### config.mk
export PLATFORM = sky130hd
export DESIGN_NAME = pwm_multich_shadow_regs
export DESIGN_NICKNAME = d
export VERILOG_FILES = /design/src/rtl/pwm_pkg.sv /design/src/rtl/pwm_shadow_fifo.sv /design/src/rtl/pwm_multich_shadow_regs.sv
export SDC_FILE = /design/constraint.sdc
export NUM_CORES = 1
export LEC_CHECK = 0
export ABC_AREA = 1
export CELL_PAD_IN_SITES_DETAIL_PLACEMENT = 0
export CELL_PAD_IN_SITES_GLOBAL_PLACEMENT = 1
export CORE_MARGIN = 10
export CORE_UTILIZATION = 48
export CTS_CLUSTER_DIAMETER = 150
export CTS_CLUSTER_SIZE = 12
export DETAILED_ROUTE_END_ITERATION = 10
export PLACE_DENSITY_LB_ADDON = 0.1
export SLEW_MARGIN = 20
export SYNTH_ARGS = -nofsm -noshare
export SYNTH_HDL_FRONTEND = slang
export SYNTH_SLANG_ARGS = --single-unit
export TNS_END_PERCENT = 20
### constraint.sdc
create_clock -name i_clk -period 3.8 [get_ports i_clk]
set_input_delay 0.76 -clock i_clk [delete_from_list [all_inputs] [get_ports i_clk]]
set_output_delay 0.76 -clock i_clk [all_outputs]
set_load 0.02 [all_outputs]
### src/rtl/pwm_pkg.sv
// Shared definitions for the multi-channel PWM shadow-register block.
//   MODE_*      : encodings of the global update mode input
//   clamp_duty  : limits a duty value to its period, unsigned compare
package pwm_pkg;

  localparam logic [1:0] MODE_PERIOD    = 2'd0;
  localparam logic [1:0] MODE_IMMEDIATE = 2'd1;
  localparam logic [1:0] MODE_HOLD      = 2'd2;

  // Widest value the clamp helper handles; callers zero-extend into it.
  localparam int unsigned MaxWidth = 32;

  function automatic logic [MaxWidth-1:0] clamp_duty(input logic [MaxWidth-1:0] duty,
                                                     input logic [MaxWidth-1:0] freq);
    return (duty > freq) ? freq : duty;
  endfunction

endpackage

### src/rtl/pwm_shadow_fifo.sv
// Synchronous first-word-fall-through FIFO holding pending {freq, duty} pairs for one channel.
// Ports:
//   i_clk, i_rst       : clock, synchronous active-high reset (flushes pointers)
//   i_wr_en, i_wr_data : push request and data; ignored while full
//   i_rd_en            : pop request; ignored while empty
//   o_rd_data          : head entry, valid whenever o_empty is low
//   o_full, o_empty    : occupancy flags
module pwm_shadow_fifo #(
  parameter int unsigned DW    = 16,
  parameter int unsigned DEPTH = 8
) (
  input  logic          i_clk,
  input  logic          i_rst,
  input  logic          i_wr_en,
  input  logic [DW-1:0] i_wr_data,
  input  logic          i_rd_en,
  output logic [DW-1:0] o_rd_data,
  output logic          o_full,
  output logic          o_empty
);

  localparam int unsigned AW = $clog2(DEPTH);

  // One extra pointer bit distinguishes full from empty when the low bits match.
  logic [AW:0]   wr_ptr_q, rd_ptr_q;
  logic [DW-1:0] mem_q [DEPTH];
  logic          push, pop;

  assign o_empty   = (wr_ptr_q == rd_ptr_q);
  assign o_full    = (wr_ptr_q[AW] != rd_ptr_q[AW]) && (wr_ptr_q[AW-1:0] == rd_ptr_q[AW-1:0]);
  assign push      = i_wr_en && !o_full;
  assign pop       = i_rd_en && !o_empty;
  assign o_rd_data = mem_q[rd_ptr_q[AW-1:0]];

  always_ff @(posedge i_clk) begin
    if (i_rst) begin
      wr_ptr_q <= '0;
      rd_ptr_q <= '0;
    end else begin
      if (push) wr_ptr_q <= wr_ptr_q + (AW+1)'(1);
      if (pop)  rd_ptr_q <= rd_ptr_q + (AW+1)'(1);
    end
  end

  // Storage needs no reset: nothing is read before it has been written.
  always_ff @(posedge i_clk) begin
    if (push) mem_q[wr_ptr_q[AW-1:0]] <= i_wr_data;
  end

endmodule

### src/rtl/pwm_multich_shadow_regs.sv
// Multi-channel PWM shadow registers. A shared write port queues {freq, duty} pairs per channel;
// entries move into the per-channel active registers according to the global update mode.
// Ports:
//   i_clk, i_rst              : clock, synchronous active-high reset
//   i_mode                    : 0 PERIOD, 1 IMMEDIATE, 2/3 HOLD
//   i_wr_en/ch/duty/freq      : shared write port; o_wr_ready = target channel can accept
//   i_period_start            : per-channel period boundary pulse (PERIOD mode pop trigger)
//   i_ovf_clr                 : per-channel clear of the sticky overflow flag
//   o_duty, o_freq            : applied values, channel k at [k*WIDTH +: WIDTH]
//   o_done, o_clamped         : one-cycle pulses on each active-register update
//   o_empty, o_full           : per-channel FIFO state
//   o_overflow                : sticky, set when a write to a full channel is dropped
module pwm_multich_shadow_regs
  import pwm_pkg::*;
#(
  parameter  int unsigned WIDTH    = 8,
  parameter  int unsigned CHANNELS = 4,
  parameter  int unsigned DEPTH    = 8,
  localparam int unsigned CH_W     = (CHANNELS > 1) ? $clog2(CHANNELS) : 1
) (
  input  logic                      i_clk,
  input  logic                      i_rst,
  input  logic [1:0]                i_mode,
  input  logic                      i_wr_en,
  input  logic [CH_W-1:0]           i_wr_ch,
  input  logic [WIDTH-1:0]          i_wr_duty,
  input  logic [WIDTH-1:0]          i_wr_freq,
  output logic                      o_wr_ready,
  input  logic [CHANNELS-1:0]       i_period_start,
  input  logic [CHANNELS-1:0]       i_ovf_clr,
  output logic [CHANNELS*WIDTH-1:0] o_duty,
  output logic [CHANNELS*WIDTH-1:0] o_freq,
  output logic [CHANNELS-1:0]       o_done,
  output logic [CHANNELS-1:0]       o_clamped,
  output logic [CHANNELS-1:0]       o_empty,
  output logic [CHANNELS-1:0]       o_full,
  output logic [CHANNELS-1:0]       o_overflow
);

  logic [CHANNELS-1:0]              wr_sel, pop, ovf_set;
  logic [CHANNELS-1:0]              fifo_full, fifo_empty;
  logic [CHANNELS-1:0][2*WIDTH-1:0] rd_data;

  logic [CHANNELS-1:0][WIDTH-1:0]   duty_q, duty_d, freq_q, freq_d;
  logic [CHANNELS-1:0]              done_q, clamped_q, clamped_d, ovf_q, ovf_d;

  // Write decode: an out-of-range channel selects nothing, so it is silently ignored.
  always_comb begin
    wr_sel = '0;
    for (int k = 0; k < int'(CHANNELS); k++) begin
      wr_sel[k] = (32'(i_wr_ch) < CHANNELS) && (i_wr_ch == CH_W'(k));
    end
  end

  assign o_wr_ready = |(wr_sel & ~fifo_full);
  // The FIFO is sampled before any same-cycle pop, so a pop never rescues a write to a full one.
  assign ovf_set    = {CHANNELS{i_wr_en}} & wr_sel & fifo_full;

  for (genvar g = 0; g < CHANNELS; g++) begin : gen_fifo
    pwm_shadow_fifo #(
      .DW    (2 * WIDTH),
      .DEPTH (DEPTH)
    ) u_fifo (
      .i_clk     (i_clk),
      .i_rst     (i_rst),
      .i_wr_en   (i_wr_en && wr_sel[g]),
      .i_wr_data ({i_wr_freq, i_wr_duty}),
      .i_rd_en   (pop[g]),
      .o_rd_data (rd_data[g]),
      .o_full    (fifo_full[g]),
      .o_empty   (fifo_empty[g])
    );
  end

  // Pop decision uses the pre-write empty flag, so a fresh write is never bypassed to the output.
  always_comb begin
    pop = '0;
    case (i_mode)
      MODE_PERIOD:    pop = i_period_start & ~fifo_empty;
      MODE_IMMEDIATE: pop = ~fifo_empty;
      default:        pop = '0;
    endcase
  end

  always_comb begin
    duty_d    = duty_q;
    freq_d    = freq_q;
    clamped_d = '0;
    for (int k = 0; k < int'(CHANNELS); k++) begin
      if (pop[k]) begin
        freq_d[k]    = rd_data[k][2*WIDTH-1:WIDTH];
        duty_d[k]    = WIDTH'(clamp_duty(MaxWidth'(rd_data[k][WIDTH-1:0]),
                                         MaxWidth'(rd_data[k][2*WIDTH-1:WIDTH])));
        clamped_d[k] = rd_data[k][WIDTH-1:0] > rd_data[k][2*WIDTH-1:WIDTH];
      end
    end
    // Set has priority over clear.
    ovf_d = (ovf_q & ~i_ovf_clr) | ovf_set;
  end

  always_ff @(posedge i_clk) begin
    if (i_rst) begin
      duty_q    <= '0;
      freq_q    <= '0;
      done_q    <= '0;
      clamped_q <= '0;
      ovf_q     <= '0;
    end else begin
      duty_q    <= duty_d;
      freq_q    <= freq_d;
      done_q    <= pop;
      clamped_q <= clamped_d;
      ovf_q     <= ovf_d;
    end
  end

  assign o_duty     = duty_q;
  assign o_freq     = freq_q;
  assign o_done     = done_q;
  assign o_clamped  = clamped_q;
  assign o_overflow = ovf_q;
  assign o_empty    = fifo_empty;
  assign o_full     = fifo_full;

endmodule

==> results by group, run 1 <==
Synth
  – Mapped Cells: between 2000 and 3000
  – Sequential area share after synthesis: 0.640
  – Synthesized net count: 2954
  – #FFs+latches synth: 632
  – Unique masters post-synth: 31
  – Synthesized area per cell: 9.64 µm²
  – YS warnings: 0
  – Post-Syn Area: 27800 µm²

Cells and area
  – Total Nets Final: 3079
  – Cell Count, Final, Fillers Out: 3825
  – Area growth syn-to-layout: 13.9%
  – Layout cell share with drive strength beyond 1: 0.0631
  – FF/Latch Area: 17800 µm²
  – Area of the multi-input gates: 7710 µm²
  – Filler Cell Count: 5171

CTS
  – CTS max path bufs: 3
  – Clk root buf: clkbuf_16
  – Hold buffer count at cts: 0
  – H-tree lvl count: 2
  – Clock Latency Late Sink: 0.63 ns
  – Clock transition at path regs: ~0.07 ns
  – Setup bufs post-CTS: 0
  – Resize count post-CTS: 0
  – CTS tree: yes
  – CTS buffer count: 58
  – CTS sink count: 632

Timing
  – Fin crit period: between 3 and 4 ns
  – Clk_skew: 0.0214 ns
  – Slew Limit Fails: 0
  – Max transition margin: 0.379
  – Setup TNS: 0 ns
  – Unrepaired setup endpoints after global routing: false
  – Hold Vio Cnt, Final: 0
  – Max frequency: approximately 0.30 GHz
  – Final period util: 0.885
  – Setup-failing EPs final: 0
  – Slew of the pin with the lowest slew margin: about 0.93 ns

Placement
  – PortBufs: between 100 and 150
  – Placer Congestion: 0.846
  – Detailed placer's ending HPWL: 43900 µm
  – Placed cell count: 3713

Routing
  – Total routed wirelength: 71300 µm
  – WL per Instance: 18.6 µm
  – DR DRC count: 0
  – DRT iter0 DRCs: 1537
  – Final antenna-violating net count: 0
  – DR vias: 19439
  – Vias per cell: ~5.1
  – Pre-Repair DR Iteration Count: 5

Global routing
  – Vias in the first global route: 18589
  – Overall routing resource usage: 0.209
  – Global-route wire length before repair: 109000 µm
  – Antenna violations before repair: 2
  – Largest net degree at the start of global routing: 65
  – Grt total ovfl: 0

Critical path
  – CP Max Fanout: 6
  – Crit Path Class: register to output port
  – Worst-path cell chain: xnor2_1 > nand2_1 > nor3_1 > clkdlybuf4s50_1
  – Worst setup EP type: output port
  – R2R cell count: 17
  – Crit path largest cell delay: 0.77 ns
  – Worst EP arrival: 2.60 ns
  – Crit-path slowest cell: clkdlybuf4s50_1
  – R2R Setup Slk: 0.77 ns
  – CP Launch Type: register
  – Worst Path Required: between 3 and 4 ns

Floorplanning
  – Initial Util: 0.483
  – Die area: 67900 µm²
  – # rows: 88
  – Die width: 261 µm
  – Core ar.: 57500 µm²
  – I/O pin count: about 120
  – Die Y: approximately 260 µm

Power and ir drop
  – LEAKAGE: between 0.01 and 0.015 µW
  – Pwr/cell area: 490 nW/µm²
  – Worst IR drop on VDD: 0.403 mV

Run
  – Max-cap viol count: 0

Worst hold path
  – HP Class: register to register
  – Hold Path Stages: 2

Outcome
  – Status: finished clean
cells in the mapped netlist:
master,count,area [µm²]
nor2_1,368,1380
nand4_1,5,31.3
clkbuf_1,27,101
buf_4,35,263
nand3_2,10,100
o21ai_0,162,811
nand2_1,769,2890
dfxtp_1,120,2400
nand2_2,6,37.5
a21oi_1,70,350
inv_2,9,33.8
a21o_1,4,30.0
o21ai_1,1,5.00
xor2_2,1,16.3
buf_2,47,235
nor3_2,3,30.0
xnor2_1,19,166
o21ai_4,1,16.3
xnor2_2,1,16.3
edfxtp_1,512,15400
ha_1,40,500
xor2_1,8,70.1
inv_1,409,1540
o21ai_2,3,26.3
nand3_1,210,1050
buf_1,4,15.0
buf_6,15,169
a21oi_2,1,8.76
nor3_1,21,105
clkinv_1,1,3.75
nor2_2,1,6.26
power by group:
part / internal [µW] / switching [µW] / total (µW)
clock: 3020 / 2490 / 5510
sequential: 7600 / 79.2 / 7680
combinational: 740 / 1570 / 2310
total: 11400 / 4140 / 15500
layout by cell type (no fill, tap or decap), types with 12 or more instances in the layout:
| cell | count |
|---|---|
| a21oi_1 | 70 |
| buf_12 | 12 |
| buf_4 | 67 |
| clkbuf_1 | 47 |
| clkbuf_16 | 62 |
| clkdlybuf4s50_1 | 114 |
| dfxtp_1 | 116 |
| edfxtp_1 | 512 |
| ha_1 | 40 |
| inv_1 | 409 |
| nand2_1 | 769 |
| nand3_1 | 210 |
| nor2_1 | 368 |
| nor3_2 | 15 |
| o21ai_0 | 162 |
| xnor2_1 | 19 |
final timing paths:
check | start | end
worst max-delay path | gen_fifo[1].u_fifo.wr_ptr_q[1] | o_empty[1]
worst min-delay path | o_freq[12] | o_freq[12]
worst max register to register | register | o_duty[23]
worst min register to register | o_freq[12] | o_freq[12]
per-layer routing:
layer / routed length (µm) / share of wire / vias up / global-route usage
met1: 32000 / 0.45 / 9360 / 0.286
met5: 0 / 0 / - / 0
met4: 1620 / 0.023 / 0 / 0.0596
li1: - / - / 9494 / -
met3: 3870 / 0.054 / 98 / 0.0286
met2: 33800 / 0.47 / 487 / 0.343
cell type report:
cell class / count / area share
well taps: 765 / 0.0303
clock buffers: 109 / 0.0546
diodes: 3 / 0.000237
multi-input cells: 1704 / 0.244
inverters: 419 / 0.0497
repair buffers: 193 / 0.0596
flip-flops and latches: 632 / 0.562
worst max-delay path: cells and delay by family (launching register included):
kind	cells	cell delay, ns
buffers and inverters	1	0.77
XOR/XNOR	1	0.17
flip-flops	1	0.44
AND/OR/NAND/NOR	2	0.60
state kept, by name (all words and copies together), names as in the netlist, named ones only:
signal / flops
gen_fifo.u_fifo.mem_q: 512
o_clamped: 4
gen_fifo.u_fifo.wr_ptr_q: 16
o_freq: 32
o_overflow: 4
o_duty: 32
o_done: 4
gen_fifo.u_fifo.rd_ptr_q: 16
through the flow:
stage               hold WS [ns]   util  area (µm²)  setup WS (ns)  power, µW
finish                     0.469  0.550       31600          0.438      15500
floorplan                  0.478      -       27800          0.770       9340
global placement           0.450  0.520       29900          0.792      10100
CTS                        0.472  0.550       31600          0.362      15700
global route               0.501  0.550       31600          0.307      16200
detailed placement         0.463  0.520       29900          0.768      10200
cell families after synthesis:
| family | share of synthesized area |
|---|---|
| compound gates | 0.0449 |
| simple gates | 0.203 |
| buf+inv | 0.0848 |
| flops | 0.640 |
| xor+xnor | 0.00968 |
| fa+ha+maj | 0.0180 |
No activity file was read; power rests on OpenSTA's default activity.
==> inputs of run 2 (changes only) <==
Settings changed: CELL_PAD_IN_SITES_DETAIL_PLACEMENT 0 to not set, CELL_PAD_IN_SITES_GLOBAL_PLACEMENT 1 to not set, CORE_UTILIZATION 48 to 60, PLACE_DENSITY set to 0.79, PLACE_DENSITY_LB_ADDON 0.1 to not set, SKIP_LAST_GASP set to 1.
==> run 2 against run 1 <==
  * Cell count down 4.3%
  * Critical path depth increased by 2
  * First-iteration DRC count increased by 51%
  * Hold slack worse by 0.0042 ns
  * Sequential share of layout area grew 0.62 points
  * Clock skew increased by 0.0035 ns
  * Setup slack worse by 0.10 ns
  * Sequential power hardly changed
  * Largest cell class unchanged
  * Largest power group unchanged
==> results by group, run 2 (synthesis results as in run 1) <==
Outcome
  – Status: finished clean

Critical path
  – CP most frequent cell: nand2_1
  – Crit-path slowest cell: clkdlybuf4s50_1
  – Worst EP arrival: 2.70 ns (+0.10 ns)
  – CP Launch Type: register
  – Crit path largest cell delay: 0.67 ns (-0.10 ns)
  – Worst Path Required: 3.04 ns (about the same)
  – CP Max Fanout: 7 (+1)
  – Worst-path cell chain: xnor2_1 > nand2_1 > nor2_1 > nand2_1 > inv_1 > clkdlybuf4s50_1
  – Crit Path Class: register to output port
  – Worst setup EP type: output port

Run
  – Max-cap viol count: 0 (unchanged)

Floorplanning
  – Die area: 55300 µm² (-19%)
  – Core ar.: 45600 µm² (-21%)
  – # rows: 78 (-11%)
  – Initial Util: 0.610 (+0.126)
  – Die width: 235 µm (-9.7%)
  – I/O pin count: 116 (unchanged)
  – Die Y: 235 µm (-9.7%)

Placement
  – PortBufs: 115 (unchanged)
  – Placer Congestion: 0.889 (+5.0%)
  – Detailed placer's ending HPWL: 42400 µm (-3.4%)

Power and ir drop
  – LEAKAGE: 0.0132 µW (-0.27%)
  – Power Total: 15400 µW (-0.49%)
  – Pwr/cell area: 493 nW/µm² (+0.61%)
  – Worst IR drop on VDD: 0.410 mV (+1.7%)

Cells and area
  – Total Nets Final: 3080 (+0.032%)
  – Most common cell after layout, fill and taps aside: nand2_1
  – Layout cell share with drive strength beyond 1: 0.0634 (+0.000306)
  – Max reg flops: 512 (unchanged)
  – Highest-count cells in the layout ignoring fill and taps: nand2_1 (769), edfxtp_1 (512), inv_1 (409)
  – Core Util, Final: 0.687 (+0.136)
  – Area growth syn-to-layout: 12.7%

Global routing
  – Overall routing resource usage: 0.241 (+0.0318)
  – Grt total ovfl: 0 (unchanged)
  – Antenna violations before repair: 1 (-1)
  – Largest net degree at the start of global routing: 72 (+11%)
  – Vias in the first global route: 19502 (+4.9%)
  – Global-route wire length before repair: 107000 µm (-2.2%)

Routing
  – WL per Instance: 18.6 µm (-0.36%)
  – Final antenna-violating net count: 0 (unchanged)
  – Total routed wirelength: 68000 µm (-4.7%)
  – Vias per cell: 5.48 (+7.9%)
  – DRT iter0 DRCs: 2325 (+51%)
  – DR vias: 20058 (+3.2%)
  – Pre-Repair DR Iteration Count: 6 (+1)
  – DR DRC count: 0 (unchanged)

Timing
  – Final period util: 0.912 (+0.0270)
  – Max frequency: 0.289 GHz (-3.0%)
  – Hold Vio Cnt, Final: 0 (unchanged)
  – Max transition margin: 0.362 (-0.0179)
  – Setup TNS: 0 ns (unchanged)
  – Clk_skew: 0.0249 ns (+0.00347 ns)
  – Slew of the pin with the lowest slew margin: 0.958 ns (+0.0268 ns)
  – Setup-failing EPs final: 0 (unchanged)
  – Slew Limit Fails: 0 (unchanged)
  – Fin crit period: 3.46 ns (+0.103 ns)
  – Unrepaired setup endpoints after global routing: false

CTS
  – CTS sink count: 632 (unchanged)
  – CTS max path bufs: 3 (unchanged)
  – H-tree lvl count: 2 (unchanged)
  – CTS tree: yes
  – Resize count post-CTS: 0 (unchanged)
  – Setup bufs post-CTS: 0 (unchanged)
  – Clock transition at path regs: 0.06 ns (about the same)
  – Hold buffer count at cts: 0 (unchanged)
  – CTS buffer count: 58 (unchanged)
  – Clock Latency Late Sink: 0.62 ns (about the same)
  – Clk root buf: clkbuf_16

Worst hold path
  – HP Class: register to register
==> run 2: changes by cell type in the layout (fill, tap and decap cells not counted), sizes merged <==
| cell | before | now |
|---|---|---|
| diode | 3 | 1 |
| buf | 79 | 80 |
==> run 2: worst max-delay path, delay by kind of cell, from the launching register on <==
| family | cells | cell delay (ns) |
|---|---|---|
| flops | 1 | 0.47 |
| xor+xnor | 1 | 0.18 |
| buf+inv | 2 | 0.96 |
| simple gates | 3 | 0.47 |
==> run 2: path summary, 6_finish.rpt <==
kind | startpoint | to | slack [ns] | depth (start not counted)
min | o_freq[23] | o_freq[23] | 0.47 | 2
min reg2reg | o_freq[23] | o_freq[23] | 0.47 | 2
max reg2reg | register | o_duty[31] | 0.69 | 17
max | gen_fifo[2].u_fifo.wr_ptr_q[1] | o_full[2] | 0.34 | 6
==> run 2: stage by stage <==
stage	instance area (µm²)	setup slack, ns	hold WS (ns)	std cells
after floorplan	27800	0.770	0.478	2883
after global placement	29600	0.799	0.450	3549
after CTS	31300	0.321	0.466	3658
final	31300	0.335	0.465	3659
after detailed placement	29600	0.779	0.456	3549
after global routing	31300	0.209	0.487	3658
==> run 2: layer usage <==
layer  up-vias  global-route usage  wire length, µm
li1       9495                   -                -
met1      9447               0.318            27000
met5         -                   0                0
met2       972               0.397            32400
met3       144              0.0415             6640
met4         0              0.0797             1880
==> run 2: power by group <==
group	leakage (µW)	switching, µW	internal [µW]
combinational	0.00675	1590	734
sequential	0.00559	70.0	7600
clock	0.000820	2410	3020
total	0.0132	4070	11400
==> run 2: cell type report <==
type,instances,area (µm²)
Fill cell,3322,14300
Multi-Input combinational cell,1704,7710
Tap cell,600,751
Sequential cell,632,17800
Antenna cell,1,2.50
Inverter,419,1570
Clock buffer,109,1730
Timing Repair Buffer,194,1750
